==> config.mk <==
export PLATFORM = sky130hd
export DESIGN_NAME = perf_counter_bank_flat
export DESIGN_NICKNAME = d
export VERILOG_FILES = /design/src/rtl/perf_counter_bank_if.sv /design/src/rtl/perf_counter_bank.sv /design/src/flat_wrapper.sv
export SDC_FILE = /design/constraint.sdc
export NUM_CORES = 1
export LEC_CHECK = 0
export BUFFER_PORTS_ARGS = -buffer_cell sky130_fd_sc_hd__buf_2
export CORE_ASPECT_RATIO = 0.7
export CORE_MARGIN = 10
export CORE_UTILIZATION = 54
export CTS_CLUSTER_DIAMETER = 60
export DETAILED_ROUTE_END_ITERATION = 12
export HOLD_SLACK_MARGIN = 0.06
export MAX_ROUTING_LAYER = met4
export PLACE_DENSITY = 0.67
export RECOVER_POWER = 25
export SKIP_LAST_GASP = 1
export SLEW_MARGIN = 20
export SYNTH_ARGS = -nofsm -noshare
export SYNTH_HDL_FRONTEND = slang
export SYNTH_SLANG_ARGS = --single-unit
==> constraint.sdc <==
create_clock -name clk -period 3.1 [get_ports clk]
set_clock_uncertainty 0.15 [all_clocks]
set_input_delay 0.62 -clock clk [delete_from_list [all_inputs] [get_ports clk]]
set_output_delay 0.62 -clock clk [all_outputs]
set_load 0.02 [all_outputs]
==> src/rtl/perf_counter_bank_if.sv <==
// Control/read bundle for perf_counter_bank.
// Bench/CSR side is master: drives en/clr/snap/evt/rd_*; bank returns rd_data/rd_ovf/timeout.
interface perf_counter_bank_if #(
  parameter int WIDTH   = 32,
  parameter int NUM_EVT = 4
) ();
  localparam int ADDR_W = $clog2(NUM_EVT + 1);

  logic               en;
  logic               clr;
  logic               snap;
  logic [NUM_EVT-1:0] evt;
  logic [ADDR_W-1:0]  rd_addr;
  logic               rd_shadow;
  logic [WIDTH-1:0]   rd_data;
  logic               rd_ovf;
  logic               timeout;

  modport master (
    output en, clr, snap, evt,
    output rd_addr, rd_shadow,
    input  rd_data, rd_ovf, timeout
  );

  modport slave (
    input  en, clr, snap, evt,
    input  rd_addr, rd_shadow,
    output rd_data, rd_ovf, timeout
  );
endinterface

==> src/rtl/perf_counter_bank.sv <==
// Cycle + event counter bank: sticky overflow, shadow snapshot, optional timeout.
// Ports: clk, rst_n (async low), bus (slave) carrying controls, events and the registered read port.
module perf_counter_bank #(
  parameter int WIDTH             = 32,
  parameter int NUM_EVT           = 4,
  parameter int TIMEOUT           = 0,
  parameter int FREEZE_ON_TIMEOUT = 1
) (
  input logic                clk,
  input logic                rst_n,
  perf_counter_bank_if.slave bus
);
  localparam int N      = NUM_EVT + 1;
  localparam int ADDR_W = $clog2(NUM_EVT + 1);

  logic [WIDTH-1:0] live_q [N];
  logic [WIDTH-1:0] shad_q [N];
  logic [N-1:0]     ovf_q;
  logic [N-1:0]     sovf_q;
  logic [N-1:0]     inc;
  logic             timeout_q;
  logic             cnt_ok;
  logic             in_range;
  logic [WIDTH-1:0] rd_nxt;
  logic [WIDTH-1:0] rd_data_q;
  logic             rd_ovf_nxt;
  logic             rd_ovf_q;

  assign cnt_ok = bus.en &
    ~(timeout_q & (FREEZE_ON_TIMEOUT != 0));

  // Slot 0 is the cycle counter, slot k+1 is event k.
  assign inc = {bus.evt, 1'b1} & {N{cnt_ok}};

  always_ff @(posedge clk or negedge rst_n) begin
    if (!rst_n) begin
      for (int i = 0; i < N; i++)
        live_q[i] <= '0;
      ovf_q <= '0;
    end else if (bus.clr) begin
      for (int i = 0; i < N; i++)
        live_q[i] <= '0;
      ovf_q <= '0;
    end else begin
      for (int i = 0; i < N; i++) begin
        if (inc[i]) begin
          live_q[i] <= live_q[i] + WIDTH'(1);
          if (&live_q[i])
            ovf_q[i] <= 1'b1;
        end
      end
    end
  end

  // Shadow captures pre-edge live state, so snap+clr is read-and-reset.
  always_ff @(posedge clk or negedge rst_n) begin
    if (!rst_n) begin
      for (int i = 0; i < N; i++)
        shad_q[i] <= '0;
      sovf_q <= '0;
    end else if (bus.snap) begin
      for (int i = 0; i < N; i++)
        shad_q[i] <= live_q[i];
      sovf_q <= ovf_q;
    end
  end

  generate
    if (TIMEOUT != 0) begin : g_to
      logic [WIDTH-1:0] cyc_nxt;
      assign cyc_nxt = live_q[0] + WIDTH'(1);
      always_ff @(posedge clk or negedge rst_n) begin
        if (!rst_n)
          timeout_q <= 1'b0;
        else if (bus.clr)
          timeout_q <= 1'b0;
        else if (inc[0] &&
                 cyc_nxt == WIDTH'(TIMEOUT))
          timeout_q <= 1'b1;
      end
    end else begin : g_no_to
      assign timeout_q = 1'b0;
    end
  endgenerate

  assign in_range =
    ({1'b0, bus.rd_addr} < (ADDR_W+1)'(N));

  always_comb begin
    rd_nxt     = '0;
    rd_ovf_nxt = 1'b0;
    unique case (1'b1)
      (in_range && bus.rd_shadow): begin
        rd_nxt     = shad_q[bus.rd_addr];
        rd_ovf_nxt = sovf_q[bus.rd_addr];
      end
      (in_range && !bus.rd_shadow): begin
        rd_nxt     = live_q[bus.rd_addr];
        rd_ovf_nxt = ovf_q[bus.rd_addr];
      end
      (!in_range): begin
        rd_nxt     = '0;
        rd_ovf_nxt = 1'b0;
      end
    endcase
  end

  always_ff @(posedge clk or negedge rst_n) begin
    if (!rst_n) begin
      rd_data_q <= '0;
      rd_ovf_q  <= 1'b0;
    end else begin
      rd_data_q <= rd_nxt;
      rd_ovf_q  <= rd_ovf_nxt;
    end
  end

  assign bus.rd_data = rd_data_q;
  assign bus.rd_ovf  = rd_ovf_q;
  assign bus.timeout = timeout_q;
endmodule
==> src/flat_wrapper.sv <==
// flat-port wrapper written by rule: the top's interface ports become plain ports
module perf_counter_bank_flat 
#(
  parameter int WIDTH             = 32,
  parameter int NUM_EVT           = 4,
  parameter int TIMEOUT           = 0,
  parameter int FREEZE_ON_TIMEOUT = 1
)
  (clk, rst_n, bus_en, bus_clr, bus_snap, bus_evt, bus_rd_addr, bus_rd_shadow, bus_rd_data, bus_rd_ovf, bus_timeout);
  perf_counter_bank_if #(.WIDTH(WIDTH), .NUM_EVT(NUM_EVT)) bus_i ();
  input logic clk;
  input logic rst_n;
  input wire logic [$bits(bus_i.en)-1:0] bus_en;
  input wire logic [$bits(bus_i.clr)-1:0] bus_clr;
  input wire logic [$bits(bus_i.snap)-1:0] bus_snap;
  input wire logic [$bits(bus_i.evt)-1:0] bus_evt;
  input wire logic [$bits(bus_i.rd_addr)-1:0] bus_rd_addr;
  input wire logic [$bits(bus_i.rd_shadow)-1:0] bus_rd_shadow;
  output wire logic [$bits(bus_i.rd_data)-1:0] bus_rd_data;
  output wire logic [$bits(bus_i.rd_ovf)-1:0] bus_rd_ovf;
  output wire logic [$bits(bus_i.timeout)-1:0] bus_timeout;
  assign bus_i.en = bus_en;
  assign bus_i.clr = bus_clr;
  assign bus_i.snap = bus_snap;
  assign bus_i.evt = bus_evt;
  assign bus_i.rd_addr = bus_rd_addr;
  assign bus_i.rd_shadow = bus_rd_shadow;
  assign bus_rd_data = bus_i.rd_data;
  assign bus_rd_ovf = bus_i.rd_ovf;
  assign bus_timeout = bus_i.timeout;
  perf_counter_bank #(.WIDTH(WIDTH), .NUM_EVT(NUM_EVT), .TIMEOUT(TIMEOUT), .FREEZE_ON_TIMEOUT(FREEZE_ON_TIMEOUT)) u_core (.clk(clk), .rst_n(rst_n), .bus(bus_i));
endmodule
### After elaboration in Yosys (flattened, before gate mapping)

Cells that the tools add are included.
W data, S select, Z words.

| word-level totals | value |
|---|---|
| register bits after elaboration | 363 |
| input bits | 13 |
| output and inout bits | 34 |

| cells by class | value |
|---|---|
| add/subtract/negate cells | 5 |
| magnitude comparators | 3 |
| multiplexer cells | 29 |
| bitwise gates (word level) | 2 |
| reduce and logical (&&, ||, !) cells | 24 |

Operators by type and width:

| cell | count |
|---|---|
| $mux W32 | 9 |
| $bmux W32 S3 | 2 |
| $add A32 B1 Y32 const B | 5 |
| $mux W160 | 1 |
| $reduce_and A32 Y1 | 5 |
| $pmux W32 S3 | 1 |
| $reduce_bool A2 Y1 | 10 |
| $mux W1 | 12 |
| $reduce_and A2 Y1 | 5 |
| $bmux W1 S3 | 2 |
| $and A5 B5 Y5 | 1 |
| $mux W5 | 1 |
| $ge A4 B4 Y1 const B | 1 |
| $lt A3 B4 Y1 const B | 1 |
| $not A3 Y4 | 1 |
| $lt A3 B3 Y1 const B | 1 |
| $pmux W1 S3 | 1 |
| $logic_and A1 B1 Y1 | 2 |
| $logic_not A1 Y1 | 2 |

### Longest topological paths before layout

Gate-level depths: netlist (run 1).

| depth | value |
|---|---|
| depth in word-level cells | 5 |
| depth in mapped cells | 7 |
| depth with buffers taken out | 5 |

### Worst setup path after synthesis (run 1)

Ideal clock, no wire load.

| timing | value |
|---|---|
| path type | input to register |
| from | input bus_en |
| to | register u_core.live_q[90] (netlist bit) |
| setup time | 0.125 ns |
| arrival | 2.195 ns |
| path slack | 0.630 ns |
| cell stages on the path | 6 |
| cells stage by stage | buf_4 nand3_2 or4_4 buf_6 nor4_1 mux2_2 |

| on the way | value |
|---|---|
| cells in the longest elaborated chain, start to end | 2 |

RTL lines:

| item | line | source |
|---|---|---|
| start, declared | flat_wrapper.sv:13 | `input wire logic [$bits(bus_i.en)-1:0] bus_en;` |
| $and A5 B5 Y5 | perf_counter_bank.sv:33 | `assign inc = {bus.evt, 1'b1} & {N{cnt_ok}};` |
| $reduce_bool A2 Y1 (no source line) | n/a |  |
| end signal, assigned by index | perf_counter_bank.sv:47 | `live_q[i] <= live_q[i] + WIDTH'(1);` |
| end, declared | perf_counter_bank.sv:16 | `logic [WIDTH-1:0] live_q [N];` |

No other way between the ends.
A chain may end at the register's enable or synchronous reset.

### Worst setup path in the final report (run 1)

| timing | value |
|---|---|
| from | register u_core.live_q[32] (netlist bit) |
| to | register u_core.live_q[58] (netlist bit) |

| on the way | value |
|---|---|
| cells in the longest elaborated chain, start to end | 3 |

RTL lines:

| item | line | source |
|---|---|---|
| $add A32 B1 Y32 | perf_counter_bank.sv:47 |  |
| $mux W32 | perf_counter_bank.sv:46 | `if (inc[i]) begin` |
| $mux W160 | perf_counter_bank.sv:40 | `end else if (bus.clr) begin` |

No other way between the ends. The select of a mux whose other input is x is not followed.

==> impl_metrics.ini, run 1 <==
[floorplan]
die_y_um = 174
coreArea_um2 = 33400
io_pins = 47
die_x_um = 240
num_rows = 56
die_area_um2 = 41700
start_util = 0.547

[global_route]
antenna_found_initial = 2
overflow = 0
grt.total_usage = 0.237
grt_pass1_wl_um = 75300
grt_pass1_vias = 12500
grt_max_degree = 165

[synthesis]
synth-simple-area-share = 0.140
syn_avg_cell_area_um2 = 11.8
synth_top_family_by_area = multiplexers
synthFlopType = dfrtp_1
synth_edf_count = 0
synth.distinct_cells = 57
synthTopCellsByArea = dfrtp_1 (50%), mux2_2 (11%), mux4_2 (8.0%), mux2i_1 (3.4%), or4_1 (2.9%)
ys.warnings.count = 0
synthCells = 1549
ys_seq_elements = 363
yosysSeqAreaShare = 0.497
ys_top_cells_by_count = dfrtp_1 (363), mux2_2 (177), a21oi_1 (99)
synth.most_common_cell = dfrtp_1
netlist_area_um2 = 18300
synth_fp_nets = 1567
yosys.area.top_type_share = 0.497
async_flop_share = 1.00
yosys.area.top_type = dfrtp_1
synth-adder-area-share = 0.00342
synthMuxAreaShare = 0.225
synth_compound_area_frac = 0.0782
synth-xor-area-share = 0.0235

[layout]
postLayoutCellArea_um2 = 20300
syn2layout_area_growth_pct = 10.9
layout-drive-gt1-share = 0.250
nNetsFinal = 1597
regArea_um2 = 9080
multi_input_area_um2 = 8610
nFillCells = 2701

[drt]
drt_iter0_markers = 1362
vias = 13200
viasPerCell = 6.47
drc = 0
drt.antenna.violating_nets = 0
wirelength_um = 48200
first_pass_iters = 5
wl_per_cell_um = 23.6

[worst_setup_path]
crit_fanout = 18
cp_slowest_stage_delay_ns = 0.74
required_ns = 3.38
ff2ff_setup_slack_ns = 0.42
end_kind = flop
cp_cell_sequence = ha_1, nand3_1, or4_1, nor4_1, mux2_2
crit_family = simple AND/OR/NAND/NOR gates
cp_num_buf_inv = 0
worstSetupPathType = reg -> reg
worst_ep_arrival_time_ns = 2.96
crit_path_top_delay_cell = or4_1
crit_path_start_kind = flop

[run]
maxCapViolations = 2

[clocking]
clock-sinks = 363
cts_resized = 0
post-cts-setup-buffers = 0
clock_latency_ns = 0.54
postCtsHoldBufs = 1
clk_pin_slew_worst_paths_ns = 0.06
cts.path.max_buffers = 3
cts_root_buffer = clkbuf_16
cts-htree-levels = 2
numCtsBuffers = 37
cts_tree = built

[timing]
rsz0062_at_grt = false
finalCriticalPeriod_ns = 2.68
timing.final.crit_share = 0.865
slew_viol_final = 123
max_freq_mhz = 373
hold_viol_final = 0
slew_headroom = -0.186
fin_setup_tns_ns = 0
setup_viol = 0
worst_slew_pin_slew_ns = 1.78
timing.final.ws_setup_ns = 0.419

[power_and_ir_drop]
p_seq_frac = 0.492
p_leak_nw = 8.76
p_int_w = 0.00751
pwr-share-clk = 0.458
vdd_drop_max_uv = 361
cellPowerDensity_nw_per_um2 = 479
pwr-share-comb = 0.050
p_sw_frac = 0.228
power_w = 0.00972
p_sw_w = 0.00222

[placement]
dpl_cell_area_um2 = 19100
port_buffers = 45
dp_hpwl_um = 33900
place_ws_ns = 0.303
gp_congestion = 0.895

[outcome]
failed_checks = capacitance limit, slew limit
status = finished with violations

[hold_path]
hold_class = in -> reg
==> registers in the layout, summed over array words and instances (netlist names) <==
signal	count
u_core.bus.rd_data	32
u_core.sovf_q	5
u_core.live_q	160
u_core.shad_q	160
u_core.ovf_q	5
u_core.bus.rd_ovf	1
==> cell type report <==
class                           count  share of cell area
Antenna cell                        1            0.000123
Clock buffer                       59              0.0558
Clock inverter                      6             0.00290
Inverter                           34             0.00629
Multi-Input combinational cell   1042               0.424
Sequential cell                   363               0.448
Tap cell                          435              0.0268
Timing Repair Buffer              101              0.0359
==> cell usage in the layout (no fill, tap or decap), types with 8 or more instances in the layout <==
cell       Yosys  routed
dfrtp_1      363     363
buf_4          3      45
nor3_1         9       9
clkbuf_16      0      39
o21ai_0       30      30
nor4_1        21      21
nor2_1        69      69
nor2b_1       11      11
nand3_1       55      55
buf_2         10      38
clkbuf_1      81      17
mux4_2        65      65
and4_1        24      24
o22ai_1       29      29
inv_1         34      34
or3_1         27      27
o31ai_1       62      62
nand4_1       47      47
xor2_1        21      21
xnor2_1       28      28
and2_1         8       8
and3_1        13      13
a21oi_1       99      99
mux2_2       177     177
mux2i_1       63      63
nand2_1       70      70
clkbuf_8       0       8
or4_1         70      70
==> per-stage QoR <==
step	instances	hold slack (ns)	util
after CTS	2040	0.231	0.609
after detailed placement	1974	0.341	0.573
after global placement	1974	0.334	0.573
after global routing	2041	0.267	0.607
after floorplan	1549	0.174	-
final	2041	0.248	0.607
==> worst min-delay path: stages <==
cell     delay, ns
buf_2         0.13
nand3_1       0.08
a21oi_1       0.06
==> kinds of logic (layout without fill, tap and decap cells) <==
kind of cell,Yosys count,in the layout
AND/OR/NAND/NOR,445,445
flip-flops,363,363
multiplexers,306,306
AO/OA/AOI/OAI,236,236
buffers and inverters,144,200
XOR/XNOR,49,49
adder cells (fa/ha/maj),5,5
other,1,2
==> worst paths after layout <==
path | from | to | cells past startpoint
setup / recovery | u_core.live_q[32]$_DFFE_PN0P_ | u_core.live_q[58]$_DFFE_PN0P_ | 5
hold / removal | bus_evt[1] | u_core.live_q[65]$_DFFE_PN0P_ | 3
setup reg to reg | u_core.live_q[32]$_DFFE_PN0P_ | u_core.live_q[58]$_DFFE_PN0P_ | 5
hold reg to reg | u_core.shad_q[80]$_DFFE_PN0P_ | u_core.shad_q[80]$_DFFE_PN0P_ | 1
max in group asynchronous | rst_n | u_core.live_q[0]$_DFFE_PN0P_ | 3
min in group asynchronous | rst_n | u_core.bus.rd_data[17]$_DFF_PN0_ | 2
==> metal layers <==
metal,track usage,part of all wire,wire length [um],up-vias
met4,0.0415,0.013,643,0
li1,-,-,-,5925
met5,-,0,0,-
met3,0.0640,0.098,4730,56
met1,0.357,0.47,22600,6804
met2,0.316,0.42,20200,422
==> power by group through the flow <==
stage	Clock [W]	Combinational, W	Sequential [W]
finish	0.00445	0.000489	0.00478
global route	0.00470	0.000533	0.00478
global placement	0	0.000496	0.00487
CTS	0.00451	0.000503	0.00478
detailed placement	0	0.000502	0.00487
floorplan	0	0.000280	0.00487
(Power assumes the default switching activity.)
==> inputs of run 2 (changes only) <==
clock period = 3.5 ns   (was 3.1 ns; I/O delays follow)
==> impl_metrics.ini, run 2 (same netlist as run 1, synthesis figures left out) <==
[timing]
finalCriticalPeriod_ns = 2.83
rsz0062_at_grt = false
timing.final.crit_share = 0.808
slew_headroom = -0.807
hold_viol_final = 0
hold_ws_ns = 0.302
timing.final.ws_setup_ns = 0.673
slew_viol_final = 91
max_freq_mhz = 354
setup_viol = 0
fin_setup_tns_ns = 0
worst_slew_pin_slew_ns = 2.71

[outcome]
failed_checks = capacitance limit, slew limit
status = finished with violations

[drt]
first_pass_iters = 5
viasPerCell = 6.61
wirelength_um = 48800
drc = 0
drt.antenna.violating_nets = 0
drt_iter0_markers = 1367
vias = 13300
wl_per_cell_um = 24.1

[floorplan]
start_util = 0.547
die_area_um2 = 41700
die_x_um = 240
die_y_um = 174
io_pins = 47
coreArea_um2 = 33400
num_rows = 56

[layout]
layout_common_cells = dfrtp_1 (363), mux2_2 (177), a21oi_1 (99), nand2_1 (70), or4_1 (70)
syn2layout_area_growth_pct = 10.5
nNetsFinal = 1578
postLayoutCellArea_um2 = 20200
fin_util = 0.604
final_common_cell = dfrtp_1
layout-drive-gt1-share = 0.247

[worst_setup_path]
worst_ep_arrival_time_ns = 3.13
end_kind = flop
worstSetupPathType = reg -> reg
crit_path_start_kind = flop
required_ns = 3.80
crit_fanout = 18

[global_route]
busiest_layer = met1
grt.total_usage = 0.239
antenna_found_initial = 1
grt_max_degree = 168
grt_pass1_vias = 12700
use_met2 = 0.316
overflow = 0
grt_use_met1 = 0.372
use_met3 = 0.0477
grt_pass1_wl_um = 76100

[clocking]
clock-sinks = 363
numCtsBuffers = 37
post-cts-setup-buffers = 0
clk_pin_slew_worst_paths_ns = 0.07
cts_root_buffer = clkbuf_16
postCtsHoldBufs = 0
cts.path.max_buffers = 3
cts_resized = 0
clock_latency_ns = 0.54
cts-htree-levels = 2
cts_tree = built

[placement]
dpl_cell_area_um2 = 19000
dp_hpwl_um = 34300
port_buffers = 45
gp_congestion = 0.887
place_ws_ns = 0.465

[power_and_ir_drop]
vdd_drop_max_uv = 245
cellPowerDensity_nw_per_um2 = 428
p_leak_nw = 8.70

[hold_path]
hold_class = in -> reg

[run]
maxCapViolations = 1
run 2: cell types whose count changed in the layout (fill, tap and decap cells not counted):
cell	before	now
clkinv_2	4	5
clkbuf_2	4	1
buf_12	7	9
buf_4	45	31
clkinvlp_4	0	2
buf_2	38	39
clkbuf_8	8	9
buf_6	1	2
clkbuf_1	17	6
dlygate4sd3_1	1	0
run 2: routing by layer:
metal | vias up | part of all wire
li1 | 5882 | -
met1 | 6916 | 0.48
met2 | 489 | 0.42
met3 | 58 | 0.090
met4 | 0 | 0.015
met5 | - | 0
run 2: worst max-delay path: stages (launching register included):
cell     delay [ns]
dfrtp_1        0.56
ha_1           0.24
nand3_1        0.18
or4_1          0.78
or4_1          0.68
a21oi_1        0.16
run 2: worst paths after layout:
path	from	end	slack, ns	cells past startpoint
max	u_core.live_q[33]$_DFFE_PN0P_	u_core.ovf_q[3]$_DFFE_PN0P_	0.67	5
min	bus_clr	u_core.live_q[10]$_DFFE_PN0P_	0.30	2
max reg2reg	u_core.live_q[33]$_DFFE_PN0P_	u_core.ovf_q[3]$_DFFE_PN0P_	0.67	5
min reg2reg	u_core.shad_q[83]$_DFFE_PN0P_	u_core.shad_q[83]$_DFFE_PN0P_	0.35	1
max in group asynchronous	rst_n	u_core.live_q[85]$_DFFE_PN0P_	0.74	1
min in group asynchronous	rst_n	u_core.shad_q[23]$_DFFE_PN0P_	0.85	1
run 2: through the flow:
stage	std cells	total power, W
floorplan	1549	0.00456
global placement	1956	0.00474
detailed placement	1956	0.00475
CTS	2019	0.00871
global route	2019	0.00891
finish	2020	0.00864
run 2: final cells by class:
cell class,instances,area (um2)
fillers,2626,13200
flip-flops and latches,363,9080
multi-input cells,1042,8610
clock buffers,54,1120
repair buffers,82,636
well taps,435,544
inverters,34,128
clock inverters,9,78.8
diodes,1,2.50
run 2: power by group:
| part | internal (W) | leakage, nW | switching (W) |
|---|---|---|---|
| sequential | 0.00422 | 5.06 | 0.0000255 |
| clock | 0.00230 | 0.591 | 0.00168 |
| combinational | 0.000147 | 3.05 | 0.000280 |
| total | 0.00666 | 8.70 | 0.00198 |
==> inputs of run 3 (changes only) <==
clock period = 2.68 ns   (was 3.5 ns; I/O delays follow)
==> impl_metrics.ini, run 3 (same netlist as run 1, synthesis figures left out) <==
[outcome]
status = finished with violations
failed_checks = capacitance limit, slew limit

[floorplan]
die_area_um2 = 41700
io_pins = 47
die_x_um = 240
num_rows = 56
coreArea_um2 = 33400
start_util = 0.547
die_y_um = 174

[worst_setup_path]
worst_ep_arrival_time_ns = 2.77
worstSetupPathType = reg -> reg
reg2regPathDepth = 5
crit_fanout = 11
required_ns = 2.96
end_kind = flop
crit_path_start_kind = flop

[clocking]
cts.path.max_buffers = 3
numCtsBuffers = 36
clock_latency_ns = 0.55
cts-htree-levels = 2
clk_pin_slew_worst_paths_ns = 0.06
cts_resized = 0
cts_tree = built
clock-sinks = 363
cts_root_buffer = clkbuf_16

[drt]
viasPerCell = 6.51
wirelength_um = 50400
drc = 0
wl_per_cell_um = 24.1
first_pass_iters = 6
drt.antenna.violating_nets = 0
drt_iter0_markers = 1425
vias = 13600

[global_route]
overflow = 0
antenna_found_initial = 2
grt_pass1_vias = 13000
grt_pass1_wl_um = 78800
grt_max_degree = 142
grt.total_usage = 0.249

[hold_path]
hold_class = in -> reg
hold_depth = 3

[layout]
layout-drive-gt1-share = 0.281
layout_common_cells = dfrtp_1 (363), mux2_2 (177), a21oi_1 (99), buf_4 (90)
final_common_cell = dfrtp_1
syn2layout_area_growth_pct = 14.0
nNetsFinal = 1647

[placement]
gp_congestion = 0.872
port_buffers = 45
dp_hpwl_um = 36200

[timing]
worst_slew_pin_slew_ns = 1.79
hold_viol_final = 0
rsz0062_at_grt = false
timing.final.crit_share = 0.931
setup_viol = 0
hold_ws_ns = 0.161
max_freq_mhz = 401
slew_viol_final = 195
fin_setup_tns_ns = 0
finalCriticalPeriod_ns = 2.49
slew_headroom = -0.191

[power_and_ir_drop]
cellPowerDensity_nw_per_um2 = 559
p_leak_nw = 9.11
vdd_drop_max_uv = 391

[run]
maxCapViolations = 2
run 3: layout make-up:
class | count | area, um2
well taps | 435 | 544
flip-flops and latches | 363 | 9080
fillers | 2556 | 12600
diodes | 1 | 2.50
multi-input cells | 1042 | 8610
inverters | 34 | 128
clock buffers | 50 | 1110
clock inverters | 15 | 189
repair buffers | 152 | 1180
run 3: critical path, cell delays in order (launching register included):
cell	delay, ns
dfrtp_1	0.54
ha_1	0.23
nand3_2	0.07
or4_4	0.63
nor4_1	0.41
mux2_2	0.38
run 3: timing repair:
| action | 4_1_cts | 5_1_grt |
|---|---|---|
| hold endpoints to repair | 47 | 0 |
| buffers inserted | 0 | 0 |
| hold buffers | 1 | 0 |
run 3: path summary, 6_finish.rpt:
| check | from | to | slack, ns |
|---|---|---|---|
| max in group asynchronous | rst_n | u_core.live_q[18]$_DFFE_PN0P_ | 0.42 |
| max | u_core.live_q[65]$_DFFE_PN0P_ | u_core.live_q[90]$_DFFE_PN0P_ | 0.19 |
| min in group asynchronous | rst_n | u_core.shad_q[26]$_DFFE_PN0P_ | 0.86 |
| min | bus_evt[1] | u_core.live_q[65]$_DFFE_PN0P_ | 0.16 |
| min reg2reg | u_core.shad_q[84]$_DFFE_PN0P_ | u_core.shad_q[84]$_DFFE_PN0P_ | 0.36 |
| max reg2reg | u_core.live_q[65]$_DFFE_PN0P_ | u_core.live_q[90]$_DFFE_PN0P_ | 0.19 |
run 3: power breakdown:
| part | internal, W | total (W) | switching (W) | leakage [nW] |
|---|---|---|---|---|
| sequential | 0.00550 | 0.00553 | 0.0000230 | 5.06 |
| combinational | 0.000220 | 0.000608 | 0.000388 | 3.40 |
| clock | 0.00328 | 0.00550 | 0.00222 | 0.647 |
run 3: per-layer routing:
| metal | GRT usage | routed length [um] |
|---|---|---|
| met5 | - | 0 |
| met3 | 0.0534 | 4480 |
| met2 | 0.337 | 21400 |
| met1 | 0.379 | 23800 |
| met4 | 0.0434 | 705 |
run 3: stage by stage:
step / util / cells / total power, W / worst slack (ns) / area, um2
2_1_floorplan: - / 1549 / 0.00595 / 0.294 / 18300
6_report: 0.623 / 2092 / 0.0116 / 0.186 / 20800
4_1_cts: 0.627 / 2091 / 0.0117 / 0.194 / 20900
3_3_place_gp: 0.588 / 2025 / 0.00625 / 0.139 / 19600
3_5_place_dp: 0.588 / 2025 / 0.00625 / 0.0788 / 19600
5_1_grt: 0.623 / 2092 / 0.0120 / 0.0631 / 20800
